## src/rtl/sgm_bcd_rx_pkg.sv

```systemverilog
// Shared segment-pattern constants and FSM state type for the segment readback path.
// The BCD-to-segment encoder uses the same constants, so encoder and decoder cannot drift apart.
package sgm_bcd_rx_pkg;

    // Active-high segment patterns, bit0 = a ... bit6 = g
    localparam logic [6:0] SGM_0     = 7'h3F;
    localparam logic [6:0] SGM_1     = 7'h06;
    localparam logic [6:0] SGM_2     = 7'h5B;
    localparam logic [6:0] SGM_3     = 7'h4F;
    localparam logic [6:0] SGM_4     = 7'h66;
    localparam logic [6:0] SGM_5     = 7'h6D;
    localparam logic [6:0] SGM_6     = 7'h7D;
    localparam logic [6:0] SGM_7     = 7'h07;
    localparam logic [6:0] SGM_8     = 7'h7F;
    localparam logic [6:0] SGM_9     = 7'h6F;
    localparam logic [6:0] SGM_BLANK = 7'h00;

    localparam logic [3:0] BCD_BAD   = 4'hF;

    typedef enum logic [1:0] {
        ST_IDLE    = 2'd0,
        ST_COLLECT = 2'd1,
        ST_HOLD    = 2'd2
    } rx_state_t;

endpackage

```

## src/rtl/sgm_bcd.sv

```systemverilog
// Combinational 7-segment to BCD decoder, the exact inverse of bcd_sgm.
// Unknown patterns (blank included) decode to BCD_BAD with valid low.
module sgm_bcd
    import sgm_bcd_rx_pkg::*;
(
    input  logic [6:0] sgm,
    output logic       valid,
    output logic [3:0] bcd
);

    always_comb begin
        valid = 1'b1;
        bcd   = 4'h0;
        case (sgm)
            SGM_0:   bcd = 4'd0;
            SGM_1:   bcd = 4'd1;
            SGM_2:   bcd = 4'd2;
            SGM_3:   bcd = 4'd3;
            SGM_4:   bcd = 4'd4;
            SGM_5:   bcd = 4'd5;
            SGM_6:   bcd = 4'd6;
            SGM_7:   bcd = 4'd7;
            SGM_8:   bcd = 4'd8;
            SGM_9:   bcd = 4'd9;
            default: begin
                valid = 1'b0;
                bcd   = BCD_BAD;
            end
        endcase
    end

endmodule

```

## src/rtl/sgm_bcd_rx.sv

```systemverilog
// Segment-stream receiver: decodes strobed 7-segment patterns, assembles N_DIG digits
// into a frame and offers it on a valid/ready output with an invalid-pattern flag.
module sgm_bcd_rx
    import sgm_bcd_rx_pkg::*;
#(
    parameter int N_DIG       = 4,
    parameter bit SGM_ACT_LOW = 1'b0
)(
    input  logic                 ck,
    input  logic                 rst_s,
    input  logic [6:0]           sgm,
    input  logic                 stb,
    input  logic                 frm,
    input  logic                 out_rdy,
    output logic                 out_vld,
    output logic [4*N_DIG-1:0]   bcd_val,
    output logic                 err,
    output logic                 ovr
);

    localparam int W  = 4 * N_DIG;
    localparam int CW = $clog2(N_DIG + 1);

    logic [6:0]     sgm_hi;
    logic           dig_ok;
    logic [3:0]     dig;
    rx_state_t      state;
    logic [CW-1:0]  cnt;
    logic [W-1:0]   shreg;
    logic [W-1:0]   shreg_nxt;
    logic           err_acc;
    logic           begin_frame;

    assign sgm_hi = SGM_ACT_LOW ? ~sgm : sgm;

    sgm_bcd u_dec (
        .sgm   (sgm_hi),
        .valid (dig_ok),
        .bcd   (dig)
    );

    assign shreg_nxt = (shreg << 4) | W'(dig);

    // A start marker opens a new frame anywhere except in HOLD, where it needs the handshake too
    assign begin_frame = stb && frm && ((state != ST_HOLD) || out_rdy);

    always_ff @(posedge ck) begin
        if (rst_s) begin
            state   <= ST_IDLE;
            cnt     <= '0;
            shreg   <= '0;
            err_acc <= 1'b0;
            bcd_val <= '0;
            out_vld <= 1'b0;
            err     <= 1'b0;
            ovr     <= 1'b0;
        end else begin
            ovr <= 1'b0;
            case (state)
                ST_IDLE: ;
                ST_COLLECT: begin
                    if (stb && !frm) begin
                        if (cnt == CW'(N_DIG - 1)) begin
                            bcd_val <= shreg_nxt;
                            err     <= err_acc | ~dig_ok;
                            out_vld <= 1'b1;
                            cnt     <= '0;
                            state   <= ST_HOLD;
                        end else begin
                            shreg   <= shreg_nxt;
                            err_acc <= err_acc | ~dig_ok;
                            cnt     <= cnt + CW'(1);
                        end
                    end
                end
                ST_HOLD: begin
                    if (out_rdy) begin
                        out_vld <= 1'b0;
                        state   <= ST_IDLE;
                    end else if (stb) begin
                        ovr <= 1'b1;
                    end
                end
                default: state <= ST_IDLE;
            endcase

            // Placed last so a frame start overrides the per-state updates above
            if (begin_frame) begin
                shreg   <= W'(dig);
                cnt     <= CW'(1);
                err_acc <= ~dig_ok;
                if (N_DIG == 1) begin
                    bcd_val <= W'(dig);
                    err     <= ~dig_ok;
                    out_vld <= 1'b1;
                    state   <= ST_HOLD;
                end else begin
                    state   <= ST_COLLECT;
                end
            end
        end
    end

endmodule

```

## config.mk

```make
export PLATFORM = sky130hd
export DESIGN_NAME = sgm_bcd_rx
export DESIGN_NICKNAME = d
export VERILOG_FILES = /design/src/rtl/sgm_bcd_rx_pkg.sv /design/src/rtl/sgm_bcd.sv /design/src/rtl/sgm_bcd_rx.sv
export SDC_FILE = /design/constraint.sdc
export NUM_CORES = 1
export LEC_CHECK = 0
export CORE_ASPECT_RATIO = 1.4
export CORE_MARGIN = 5
export CORE_UTILIZATION = 45
export CTS_BUF_LIST = sky130_fd_sc_hd__clkbuf_2
export DETAILED_ROUTE_END_ITERATION = 12
export PLACE_DENSITY = 0.76
export SETUP_SLACK_MARGIN = 0.05
export SLEW_MARGIN = 20
export SYNTH_ARGS = -nofsm -noshare
export SYNTH_HDL_FRONTEND = slang
export SYNTH_SLANG_ARGS = --single-unit
```

## constraint.sdc

```tcl
create_clock -name ck -period 1.7 [get_ports ck]
set_input_delay 0.425 -clock ck [delete_from_list [all_inputs] [get_ports ck]]
set_output_delay 0.425 -clock ck [all_outputs]
set_load 0.05 [all_outputs]
```

==> flow_metrics.env, run 1 <==
export IMPL_die_area_sq_mm=0.00464
export IMPL_finalMaxSlewViolations=0
export IMPL_place_congestion=0.887
export IMPL_synth_seq_cells=37
export IMPL_final_common_cell="nand2_1"
export IMPL_p_per_area_mw_per_mm2=760
export IMPL_dp_cells=267
export IMPL_max_freq_mhz=623
export IMPL_p_comb_frac=0.090
export IMPL_required_ps=1990
export IMPL_clk_latency_ps=390
export IMPL_htree_levels=2
export IMPL_ant_nets=0
export IMPL_wl_per_cell_um=11.4
export IMPL_hold_violations=0
export IMPL_synth_top_area_share=0.489
export IMPL_r2r_start="cnt[0]"
export IMPL_track_usage=0.156
export IMPL_yosysWarnings=0
export IMPL_rr_worst_depth=7
export IMPL_die_h_um=78.6
export IMPL_synth_nets=197
export IMPL_leakage_uw=0.000780
export IMPL_p_int_uw=1200
export IMPL_antenna_found_initial=0
export IMPL_power_frac_clock=0.340
export IMPL_crit_start="sgm[5]"
export IMPL_layout_drive_gt1_share=0.258
export IMPL_drc_errors=0
export IMPL_grt_pass1_vias=1339
export IMPL_cts_max_path_buffers=2
export IMPL_finalClockSkew_ps=20.5
export IMPL_die_w_um=59.0
export IMPL_criticalPathCategory="primary input to register"
export IMPL_p_sw_frac=0.236
export IMPL_final_nets=248
export IMPL_clk_pin_slew_ps=180
export IMPL_vias_per_cell=5.06
export IMPL_layout_common_cells="nand2_1, buf_4, dfxtp_1"
export IMPL_first_iter_violations=17
export IMPL_synth_top_area_cell="dfxtp_1"
export IMPL_start_util=0.457
export IMPL_worst_path_max_fanout=3
export IMPL_irDropWorstVdd_mv=0.683
export IMPL_numCtsBuffers=5
export IMPL_hold_class="register to register"
export IMPL_synthXorXnorAreaFrac=0.00579
export IMPL_r2r_slack_ps=210
export IMPL_drt_pass1_iterations=4
export IMPL_grt_max_degree=21
export IMPL_area_growth_pct=36.0
export IMPL_yosysSeqAreaShare=0.489
export IMPL_synth_compound_area_frac=0.182
export IMPL_p_switching_uw=369
export IMPL_antenna_cells=0
export IMPL_synth_area_sq_mm=0.00151
export IMPL_cts_sinks=37
export IMPL_core_sq_mm=0.00332
export IMPL_dp_hpwl_mm=2.42
export IMPL_globalRoute_totalOverflow=0
export IMPL_min_path_cells=2
export IMPL_cts_root_buf="clkbuf_2"
export IMPL_synth_top_family_by_area="simple AND/OR/NAND/NOR gates"
export IMPL_dpl_worst_slack_ps=-469
export IMPL_hold_end="bcd_val[7]"
export IMPL_seq_power_share=0.570
export IMPL_ioPinCount=31
export IMPL_io_buffers=30
export IMPL_rsz0062_at_grt="no"
export IMPL_synth_avg_cell_area_sq_um=8.23
export IMPL_num_vias=1397
export IMPL_timing_rr_end="bcd_val[3]"
export IMPL_placementRows=25
export IMPL_whs_ps=465
export IMPL_synthAdderAreaFrac=0.00826
export IMPL_endpoint_kind="register"
export IMPL_tritoncts="built"
export IMPL_cp_start_kind="primary input"
export IMPL_fin_ws_ps=95.5
export IMPL_grt_pass1_wl_mm=5.60
export IMPL_netlist_instances=184
export IMPL_worst_slew_pin_slew_ps=338
export IMPL_hold_path_startpoint="bcd_val[7]"
export IMPL_synthSimpleGateAreaFrac=0.275
export IMPL_arrival_ps=1900
export IMPL_wl_mm=3.15
export IMPL_synth_mux_area_frac=0
export IMPL_min_period_ps=1600
export IMPL_fin_cells=276
export IMPL_finalSetupViolCount=0
export IMPL_synthTopCellsByArea="dfxtp_1, nand2_1, a21oi_1, a311oi_1, nor2_1"
export IMPL_max_cap_violations=0
export IMPL_relSlewSlack=0.772
export IMPL_ys_types=34
export IMPL_period_share=0.944
export IMPL_status="finished clean"
-- power by group through the flow --
stage          Clock (uW)  Sequential [uW]  Combinational, uW
5_1_grt               602              896                155
3_5_place_dp            0              910                141
4_1_cts               552              892                138
6_report              532              892                141
2_1_floorplan           0              908               65.4
3_3_place_gp            0              910                140
-- worst max path at each step --
stage	endpoint	slack (ps)	cells after the start
finish	shreg[1]	100	7
global route	err_acc	50	6
CTS	shreg[3]	110	6
detailed placement	bcd_val[0]	-470	6
global placement	shreg[3]	-440	6
floorplan	err	40	5
-- metrics by stage --
stage	setup TNS, ps	power [uW]	util	area (sq um)
after floorplan	0	974	-	1530
after detailed placement	-9570	1050	0.593	1970
after global routing	0	1650	0.621	2060
final	0	1570	0.621	2060
after CTS	0	1580	0.611	2030
after global placement	-9150	1050	0.593	1970
-- layer usage --
layer  wire, um  up-vias  global-route usage
li1           -      736                   -
met1       1220      620               0.165
met2       1650       32               0.270
met3        180        9              0.0428
met4         95        0              0.0884
met5          0        -                   0
-- flip-flops by register name (all words and copies together), names as in the netlist --
register and count:
bcd_val 16, shreg 12, cnt 3, state 2, err 1, err_acc 1, out_vld 1, ovr 1
-- synth_stat cells, drive strengths merged --
cell type  instances
a22oi              1
nand2b             2
xnor2              1
nor4b              1
a311oi             5
a211oi             1
buf                2
nand4              1
nand2             56
clkinv             1
and2               1
and2b              1
dfxtp             37
o21ai              7
inv                3
nor3b              1
or4b               1
nand4bb            1
nand3              4
o32ai              2
nand3b             2
or2b               1
ha                 1
a41oi              1
nor2              11
or2                1
clkbuf             6
or3b               1
a21oi             28
nor4               1
and4bb             1
or4bb              1
-- critical path: stages --
cell and delay [ps]:
dlygate4sd2_1 240, or4b_4 560, o32ai_4 310, a41oi_2 90
buf_4 170, nand2_1 50, a21oi_1 60
-- what timing repair did --
item / 4_1_cts / 5_1_grt
setup buffers: 0 / 1
cloned: 0 / 0
gates resized for setup: 4 / 8
endpoints found under the setup margin: 6 / 15
hold buffers: 0 / 0
endpoints found under the hold margin: 0 / 0
pin swaps: 4 / 1
-- cell families after synthesis --
kind of cell,after synthesis
xor gates and xnor gates,1
AOI/OAI and AO/OA,45
DFF,37
adders and majority gates,1
and+or+nand+nor,88
buffers and inverters,12
-- final cells by class --
type                            instances  area, sq um
Fill cell                             306         1260
Multi-Input combinational cell        135          744
Sequential cell                        37          743
Timing Repair Buffer                   52          440
Tap cell                               40         50.0
Clock inverter                          3         41.3
Clock buffer                            5         25.0
Inverter                                4         15.0
Note: power is estimated with default switching activity, not from simulation.
==> run 2: changes to the inputs <==
--- a/config.mk
+++ b/config.mk
@@ -11,4 +11,5 @@
 export CTS_BUF_LIST = sky130_fd_sc_hd__clkbuf_2
 export DETAILED_ROUTE_END_ITERATION = 12
+export MAX_ROUTING_LAYER = met4
 export PLACE_DENSITY = 0.76
 export SETUP_SLACK_MARGIN = 0.05
==> constraint.sdc (replaced) <==
create_clock -name ck -period 1.7 [get_ports ck]
set_input_delay 0.425 -clock ck [delete_from_list [all_inputs] [get_ports ck]]
set_output_delay 0.425 -clock ck [all_outputs]
set_load 0.02 [all_outputs]
==> flow_metrics.env, run 2 (synthesis results as in run 1) <==
export IMPL_required_ps=2010
export IMPL_wl_met2_mm=1.81
export IMPL_whs_ps=464
export IMPL_cp_start_kind="primary input"
export IMPL_numCtsBuffers=5
export IMPL_crit_start="frm"
export IMPL_nFillCells=316
export IMPL_grt_max_degree=16
export IMPL_hold_buffers=0
export IMPL_hold_path_startpoint="bcd_val[2]"
export IMPL_cts_max_path_buffers=2
export IMPL_final_nets=251
export IMPL_rsz0062_at_grt="yes"
export IMPL_layout_drive_gt1_share=0.201
export IMPL_max_cap_violations=0
export IMPL_grt_pass1_wl_mm=5.77
export IMPL_finalMaxSlewViolations=0
export IMPL_place_congestion=0.891
export IMPL_io_buffers=30
export IMPL_routed_top_layer="met4"
export IMPL_cts_sinks=37
export IMPL_die_h_um=78.6
export IMPL_dpl_worst_slack_ps=-476
export IMPL_area_growth_pct=37.3
export IMPL_arrival_ps=1920
export IMPL_cp_buffers_inverters=2
export IMPL_hold_violations=0
export IMPL_hold_class="register to register"
export IMPL_status="finished clean"
export IMPL_worst_path_max_fanout=7
export IMPL_r2r_start="cnt[0]"
export IMPL_period_share=0.946
export IMPL_track_usage=0.165
export IMPL_start_util=0.457
export IMPL_antenna_cells=0
export IMPL_drc_errors=0
export IMPL_num_vias=1447
export IMPL_worst_slew_pin_slew_ps=353
export IMPL_p_per_area_mw_per_mm2=688
export IMPL_irDropWorstVdd_mv=0.422
export IMPL_slowest_delay_ps=450
export IMPL_grt_pass1_vias=1371
export IMPL_core_sq_mm=0.00332
export IMPL_layout_common_cells="nand2_1, dfxtp_1, a21oi_1"
export IMPL_met1_length_mm=1.34
export IMPL_largest_reg_flops=16
export IMPL_criticalPathCategory="primary input to register"
export IMPL_antenna_found_initial=0
export IMPL_htree_levels=2
export IMPL_clk_latency_ps=400
export IMPL_crit_path_cell_trace="clkdlybuf4s50_1 -> nand4bb_1 -> nor2_2 -> and2_1 -> buf_4 -> nor2_1 -> a311oi_2"
export IMPL_drt_pass1_iterations=4
export IMPL_leakage_uw=0.000837
export IMPL_setup_tns_ps=0
export IMPL_placementRows=25
export IMPL_reg_top3="bcd_val x16, shreg x12, cnt x3"
export IMPL_globalRoute_totalOverflow=0
export IMPL_endpoint_kind="register"
export IMPL_ant_nets=0
export IMPL_min_period_ps=1610
export IMPL_crit_slowest_cell="clkdlybuf4s50_1"
export IMPL_max_freq_mhz=622
export IMPL_vias_per_cell=5.19
export IMPL_die_w_um=59.0
export IMPL_die_area_sq_mm=0.00464
export IMPL_tritoncts="built"
export IMPL_wl_met3_um=154
export IMPL_final_util=0.627
export IMPL_final_common_cell="nand2_1"
export IMPL_crit_family="simple AND/OR/NAND/NOR gates"
export IMPL_finalClockSkew_ps=16.5
export IMPL_clk_pin_slew_ps=180
export IMPL_first_iter_violations=40
export IMPL_finalSetupViolCount=0
export IMPL_ioPinCount=31
export IMPL_fin_ws_ps=92.3
export IMPL_wl_per_cell_um=12.3
export IMPL_regMostFlops="bcd_val"
export IMPL_dp_hpwl_mm=2.53
export IMPL_wl_mm=3.43
export IMPL_cts_root_buf="clkbuf_2"
export IMPL_relSlewSlack=0.762
run 2: worst paths after layout:
| check | end | slack, ps | cells after the start |
|---|---|---|---|
| worst min register to register | bcd_val[2] | 460 | 2 |
| worst max register to register | bcd_val[0] | 150 | 7 |
| worst max-delay path | bcd_val[0] | 90 | 7 |
| worst min-delay path | bcd_val[2] | 460 | 2 |
run 2: layout make-up:
cell class | count | area [sq um] | share of cell area
multi-input cells | 135 | 753 | 0.362
flip-flops and latches | 37 | 743 | 0.358
repair buffers | 55 | 474 | 0.228
well taps | 40 | 50.0 | 0.0241
clock buffers | 5 | 25.0 | 0.0120
clock inverters | 3 | 17.5 | 0.00843
inverters | 4 | 15.0 | 0.00722
run 2: layer usage:
layer  vias up  GRT usage
met2        38      0.278
met1       655      0.166
li1        743          -
met5         -          -
met4         0      0.107
met3        11     0.0362
run 2: repair_timing:
| action | in CTS | in global routing |
|---|---|---|
| setup buffers | 0 | 3 |
| gates resized for setup | 26 | 7 |
| gates cloned | 0 | 0 |
| pin swaps | 3 | 4 |
| hold endpoints to repair | 0 | 0 |
| setup endpoints to repair | 25 | 10 |
run 2: per-stage QoR:
| stage | cells | total power, uW | cell area [sq um] |
|---|---|---|---|
| 6_report | 279 | 1430 | 2080 |
| 4_1_cts | 276 | 1450 | 2040 |
| 3_3_place_gp | 268 | 1050 | 2010 |
| 5_1_grt | 279 | 1510 | 2080 |
| 2_1_floorplan | 184 | 974 | 1530 |
| 3_5_place_dp | 268 | 1050 | 2010 |
run 2: worst register-to-register path: stages (launching register included):
cell and delay (ps):
dfxtp_2 370, ha_1 160, nand4bb_1 160, nor2_2 190
and2_1 170, buf_4 160, nor2_1 50, a311oi_2 230
run 2: power breakdown:
| group | total (uW) | internal (uW) | switching (uW) |
|---|---|---|---|
| registers | 893 | 883 | 9.66 |
| logic | 145 | 71.7 | 73.5 |
| clock network | 391 | 95.9 | 296 |
